<file path="src/rtl/noc_packetizer.sv">
// noc_packetizer: packs local payloads into {type, dest, src, data} packets, queues them in a
// small FIFO and sends each over a 4-phase req/ack channel. Define NOC_PKT_STATS_EN for pkt_sent_cnt.
module noc_packetizer #(
    parameter int         WIDTH       = 47,
    parameter logic [2:0] SRC_ADDR    = 3'b000,
    parameter int         DEPTH       = 4,
    parameter int         SYNC_STAGES = 2
) (
    input  logic                   clk,
    input  logic                   rst_n,
    input  logic                   in_valid,
    output logic                   in_ready,
    input  logic                   in_type,
    input  logic [2:0]             in_dest,
    input  logic [39:0]            in_data,
    output logic                   pkt_req,
    output logic [WIDTH-1:0]       pkt_data,
    input  logic                   pkt_ack,
    output logic [$clog2(DEPTH):0] fifo_count
`ifdef NOC_PKT_STATS_EN
    ,
    output logic [15:0]            pkt_sent_cnt
`endif
);

    localparam int PTR_W = $clog2(DEPTH);
    localparam int CNT_W = PTR_W + 1;

    typedef enum logic [2:0] {
        RST_WAIT,
        IDLE,
        SETUP,
        REQ,
        REL
    } state_t;

    logic [1:0]             rst_sync_q, rst_sync_d;
    logic                   rst_int_n;
    logic [SYNC_STAGES-1:0] ack_sync_q, ack_sync_d;
    logic                   ack_s;

    state_t                 state_q, state_d;
    logic                   pkt_req_q, pkt_req_d;
    logic [WIDTH-1:0]       pkt_data_q, pkt_data_d;

    logic [WIDTH-1:0]       mem_q [DEPTH];
    logic [WIDTH-1:0]       mem_d [DEPTH];
    logic [PTR_W-1:0]       wr_ptr_q, wr_ptr_d;
    logic [PTR_W-1:0]       rd_ptr_q, rd_ptr_d;
    logic [CNT_W-1:0]       count_q, count_d;

    logic                   push;
    logic                   pop;
    logic [WIDTH-1:0]       entry;

    // Reset asserts asynchronously but releases only on a clock edge.
    always_comb begin
        rst_sync_d = {rst_sync_q[0], 1'b1};
    end

    always_ff @(posedge clk or negedge rst_n) begin
        if (!rst_n) rst_sync_q <= '0;
        else        rst_sync_q <= rst_sync_d;
    end

    assign rst_int_n = rst_sync_q[1];

    // Synchroniser resets to "ack high" so RST_WAIT only exits once a real low has crossed over.
    always_comb begin
        ack_sync_d = {ack_sync_q[SYNC_STAGES-2:0], pkt_ack};
    end

    assign ack_s = ack_sync_q[SYNC_STAGES-1];

    assign entry    = {in_type, in_dest, SRC_ADDR, in_data};
    assign in_ready = (state_q != RST_WAIT) && (count_q != CNT_W'(DEPTH));
    assign push     = in_valid && in_ready;

    always_comb begin
        state_d    = state_q;
        pkt_req_d  = pkt_req_q;
        pkt_data_d = pkt_data_q;
        pop        = 1'b0;
        case (state_q)
            RST_WAIT: if (!ack_s) state_d = IDLE;
            IDLE: begin
                if (count_q != '0) begin
                    pkt_data_d = mem_q[rd_ptr_q];
                    state_d    = SETUP;
                end
            end
            SETUP: begin
                pkt_req_d = 1'b1;
                state_d   = REQ;
            end
            REQ: begin
                if (ack_s) begin
                    pkt_req_d = 1'b0;
                    state_d   = REL;
                end
            end
            REL: begin
                if (!ack_s) begin
                    pop     = 1'b1;
                    state_d = IDLE;
                end
            end
            default: state_d = RST_WAIT;
        endcase
    end

    // The head entry stays in the FIFO until its full handshake has completed.
    always_comb begin
        mem_d    = mem_q;
        wr_ptr_d = wr_ptr_q;
        rd_ptr_d = rd_ptr_q;
        count_d  = count_q;
        if (push) begin
            mem_d[wr_ptr_q] = entry;
            wr_ptr_d        = wr_ptr_q + PTR_W'(1);
        end
        if (pop) rd_ptr_d = rd_ptr_q + PTR_W'(1);
        case ({push, pop})
            2'b10:   count_d = count_q + CNT_W'(1);
            2'b01:   count_d = count_q - CNT_W'(1);
            default: count_d = count_q;
        endcase
    end

    always_ff @(posedge clk) begin
        mem_q <= mem_d;
    end

    always_ff @(posedge clk or negedge rst_int_n) begin
        if (!rst_int_n) begin
            ack_sync_q <= '1;
            state_q    <= RST_WAIT;
            pkt_req_q  <= 1'b0;
            pkt_data_q <= '0;
            wr_ptr_q   <= '0;
            rd_ptr_q   <= '0;
            count_q    <= '0;
        end else begin
            ack_sync_q <= ack_sync_d;
            state_q    <= state_d;
            pkt_req_q  <= pkt_req_d;
            pkt_data_q <= pkt_data_d;
            wr_ptr_q   <= wr_ptr_d;
            rd_ptr_q   <= rd_ptr_d;
            count_q    <= count_d;
        end
    end

    assign pkt_req    = pkt_req_q;
    assign pkt_data   = pkt_data_q;
    assign fifo_count = count_q;

`ifdef NOC_PKT_STATS_EN
    logic [15:0] sent_cnt_q, sent_cnt_d;

    always_comb begin
        sent_cnt_d = sent_cnt_q;
        if (pop) sent_cnt_d = sent_cnt_q + 16'd1;
    end

    always_ff @(posedge clk or negedge rst_int_n) begin
        if (!rst_int_n) sent_cnt_q <= '0;
        else            sent_cnt_q <= sent_cnt_d;
    end

    assign pkt_sent_cnt = sent_cnt_q;
`endif

endmodule
</file>
<file path="config.mk">
export PLATFORM = sky130hd
export DESIGN_NAME = noc_packetizer
export DESIGN_NICKNAME = d
export VERILOG_FILES = /design/src/rtl/noc_packetizer.sv
export SDC_FILE = /design/constraint.sdc
export NUM_CORES = 1
export LEC_CHECK = 0
export CORE_ASPECT_RATIO = 1.2
export CORE_UTILIZATION = 55
export CTS_CLUSTER_SIZE = 24
export DETAILED_ROUTE_END_ITERATION = 10
export PLACE_DENSITY = 0.83
export SYNTH_ARGS = -nofsm -noshare
export SYNTH_HDL_FRONTEND = slang
export SYNTH_SLANG_ARGS = --single-unit
</file>
<file path="constraint.sdc">
create_clock -name clk -period 2.3 [get_ports clk]
set_input_delay 0.23 -clock clk [delete_from_list [all_inputs] [get_ports clk]]
set_output_delay 0.23 -clock clk [all_outputs]
set_load 0.02 [all_outputs]
</file>
==> results.toml <==
[timing]
setup_viol = 0
hold_viol = 0
holdWs_ns = 0.166
fin_tns_setup_ns = 0
slew_violations = 0
worst_pin_slew_ns = 0.562
period_needed_ns = 2.23
finClkSkew_ns = 0.00785
rsz0062_at_grt = "false"
relSlewSlack = 0.625
period_share = 0.968
timing.fmax_mhz = 449

[min_path]
hold_start = "pkt_ack"
hold-path-endpoint = "ack_sync_q[0]$_DFF_PN1_"
whs_path_depth = 1
hold_class = "input port to flip-flop"

[pwr]
cellPowerDensity_nw_per_um2 = 1350
total_power_uw = 14600
peakVddDrop_mv = 0.777
power_leakage_uw = 0.00379

[route]
firstDrtPassIters = 4
vias_per_cell = 5.60
vias = 4135
ant_nets = 0
drt_iter0_drc = 182
wl_per_cell_um = 21.0
wirelength_mm = 15.5
drc_errors = 0

[cells_and_area]
final_cell_mix = "edfxtp_1 (176), clkdlybuf4s50_1 (96), dfrtp_1 (54), mux2_2 (45), mux4_2 (41)"
fillers = 954
antenna_cells = 0
syn_to_final_growth_pct = 23.2
final_cells = 739
multi_input_area_sq_um = 1880
layout_commonest_cell = "edfxtp_1"
seq_area_sq_um = 6770
drive_above_1_share = 0.282
finalNetCount = 569

[critical_path]
required_ns = 2.07
reg2reg_slack_ns = 0.21
r2r-end = "fifo_count[2]$_DFFE_PN0P_"
reg2reg_depth = 7
r2r_start = "state_q[0]$_DFFE_PN0P_"
critPathLaunchType = "flip-flop"
worstPathArrival_ns = 2.00
endpoint_kind = "output port"
crit_path_max_fanout = 9
critPathKind = "flip-flop to output port"

[job]
cap_violations = 0

[die]
die-area_sq_um = 16500
pin_count = 100
core_area_sq_um = 15600
dieHeight_um = 141
start_util = 0.563
die_x_um = 118
rows = 50

[clock_tree]
cts_tree = "done"
clockRootBuffer = "clkbuf_16"
clkSlewWorstSetupHoldPaths_ns = 0.06
cts_buffers = 22
cts.sinks = 235
post_cts_buffers = 0
clock_latency_ns = 0.49
cts_buffer_depth = 3
h-tree-depth = 1

[logic_synthesis]
synth.distinct_cells = 33
synthesis.instances = 394
yosys_warnings = 0
syn-cell-area_sq_um = 8810
synth-seq-area-share = 0.768
synth.avg_cell_area_sq_um = 22.4
ys_ff_latch = 235

[run_status]
status = "complete, no violations"

[grt]
grt_max_degree = 38
grt_pass1_vias = 4478
antenna_found_initial = 0
overflow = 0
grt_usage = 0.198
grt_pass1_wl_mm = 24.6

[placed_design]
portBuffers = 96
place_hpwl_mm = 9.93
place_inst = 698
globalplace.congestion = 0.794
## sequential cells by signal (all words and copies together), names as in the netlist
| name | count |
|---|---|
| ack_sync_q | 2 |
| fifo_count | 3 |
| mem_q | 176 |
| pkt_data | 44 |
| pkt_req | 1 |
| rd_ptr_q | 2 |
| rst_sync_q | 2 |
| state_q | 3 |
| wr_ptr_q | 2 |
## cell families (layout without fill, tap and decap cells)
| group | Yosys count | count (layout) | synth area share |
|---|---|---|---|
| compound gates | 9 | 9 | 0.00696 |
| xor+xnor | 6 | 6 | 0.00597 |
| fa+ha+maj | 6 | 6 | 0.00938 |
| buf+inv | 27 | 162 | 0.0209 |
| flops | 235 | 235 | 0.768 |
| mux | 90 | 90 | 0.172 |
| other cells | 2 | 4 | 0.000853 |
| simple gates | 19 | 19 | 0.0153 |
## report_power, final
group | total (uW) | switching, uW | internal (uW)
sequential | 6340 | 591 | 5750
combinational | 4740 | 2190 | 2550
clock | 3520 | 1420 | 2100
## metal layers
metal,track usage,vias up,wire length [um]
met4,0.0648,0,286
met2,0.358,116,8400
li1,-,1803,-
met1,0.245,2193,6090
met5,0,-,0
met3,0.0340,23,705
## how the worst max path moves through the flow
| stage | from | endpoint | slack [ns] | depth (start not counted) |
|---|---|---|---|---|
| 3_3_place_gp | state_q[1]$_DFFE_PN0P_ | fifo_count[2]$_DFFE_PN0P_ | 0.25 | 7 |
| 5_1_grt | state_q[1]$_DFFE_PN0P_ | in_ready | 0.01 | 3 |
| 4_1_cts | state_q[1]$_DFFE_PN0P_ | in_ready | 0.05 | 3 |
| 2_1_floorplan | fifo_count[0]$_DFFE_PN0P_ | mem_q[0]$_DFFE_PP_ | 0.21 | 3 |
| 3_5_place_dp | state_q[1]$_DFFE_PN0P_ | fifo_count[2]$_DFFE_PN0P_ | 0.14 | 7 |
| 6_report | state_q[1]$_DFFE_PN0P_ | in_ready | 0.07 | 3 |
## worst max-delay path, stage by stage, from the launching register on
cell and delay [ns]:
dfrtp_1 0.58, nor3_2 0.11, a21oi_1 0.18, clkdlybuf4s50_1 0.64
## stage by stage
stage / setup WS, ns / cell area (sq um) / util
3_5_place_dp: 0.144 / 10100 / 0.646
6_report: 0.0729 / 10900 / 0.694
3_3_place_gp: 0.247 / 10100 / 0.646
2_1_floorplan: 0.215 / 8820 / -
4_1_cts: 0.0457 / 10800 / 0.693
5_1_grt: 0.0120 / 10900 / 0.694
## Yosys cell counts, drive strengths merged
cell    instances  area share
o22ai           1     0.00071
nand3b          2      0.0031
buf            15       0.016
xnor2           3      0.0030
dfstp           2      0.0060
nand2b          1     0.00071
conb            2     0.00085
a21oi           2      0.0011
nand2           3      0.0013
mux2i           1      0.0011
o21ai           2      0.0011
fa              1      0.0023
a22oi           2      0.0017
nor3            2      0.0011
mux4           44        0.11
or3             1      0.0013
and2            4      0.0028
nor2            4      0.0017
clkbuf          4      0.0017
o21a            1     0.00085
mux2           45       0.058
inv             8      0.0034
nor2b           1      0.0016
edfxtp        176        0.60
xor2            3      0.0030
a211oi          1      0.0014
dfrtp          57        0.16
ha              5      0.0071
nor4b           1      0.0017
## what timing repair did
item | CTS | global route
hold buffers | 1 | 0
setup endpoints to repair | 0 | 2
gates resized for setup | 0 | 2
endpoints found under the hold margin | 2 | 0
## layout make-up
type                            count  share of cell area
Timing Repair Buffer              114               0.109
Multi-Input combinational cell    134               0.174
Clock inverter                      6             0.00484
Sequential cell                   235               0.624
Tap cell                          208              0.0240
Clock buffer                       34              0.0615
Inverter                            8             0.00277
(Power assumes the default switching activity.)
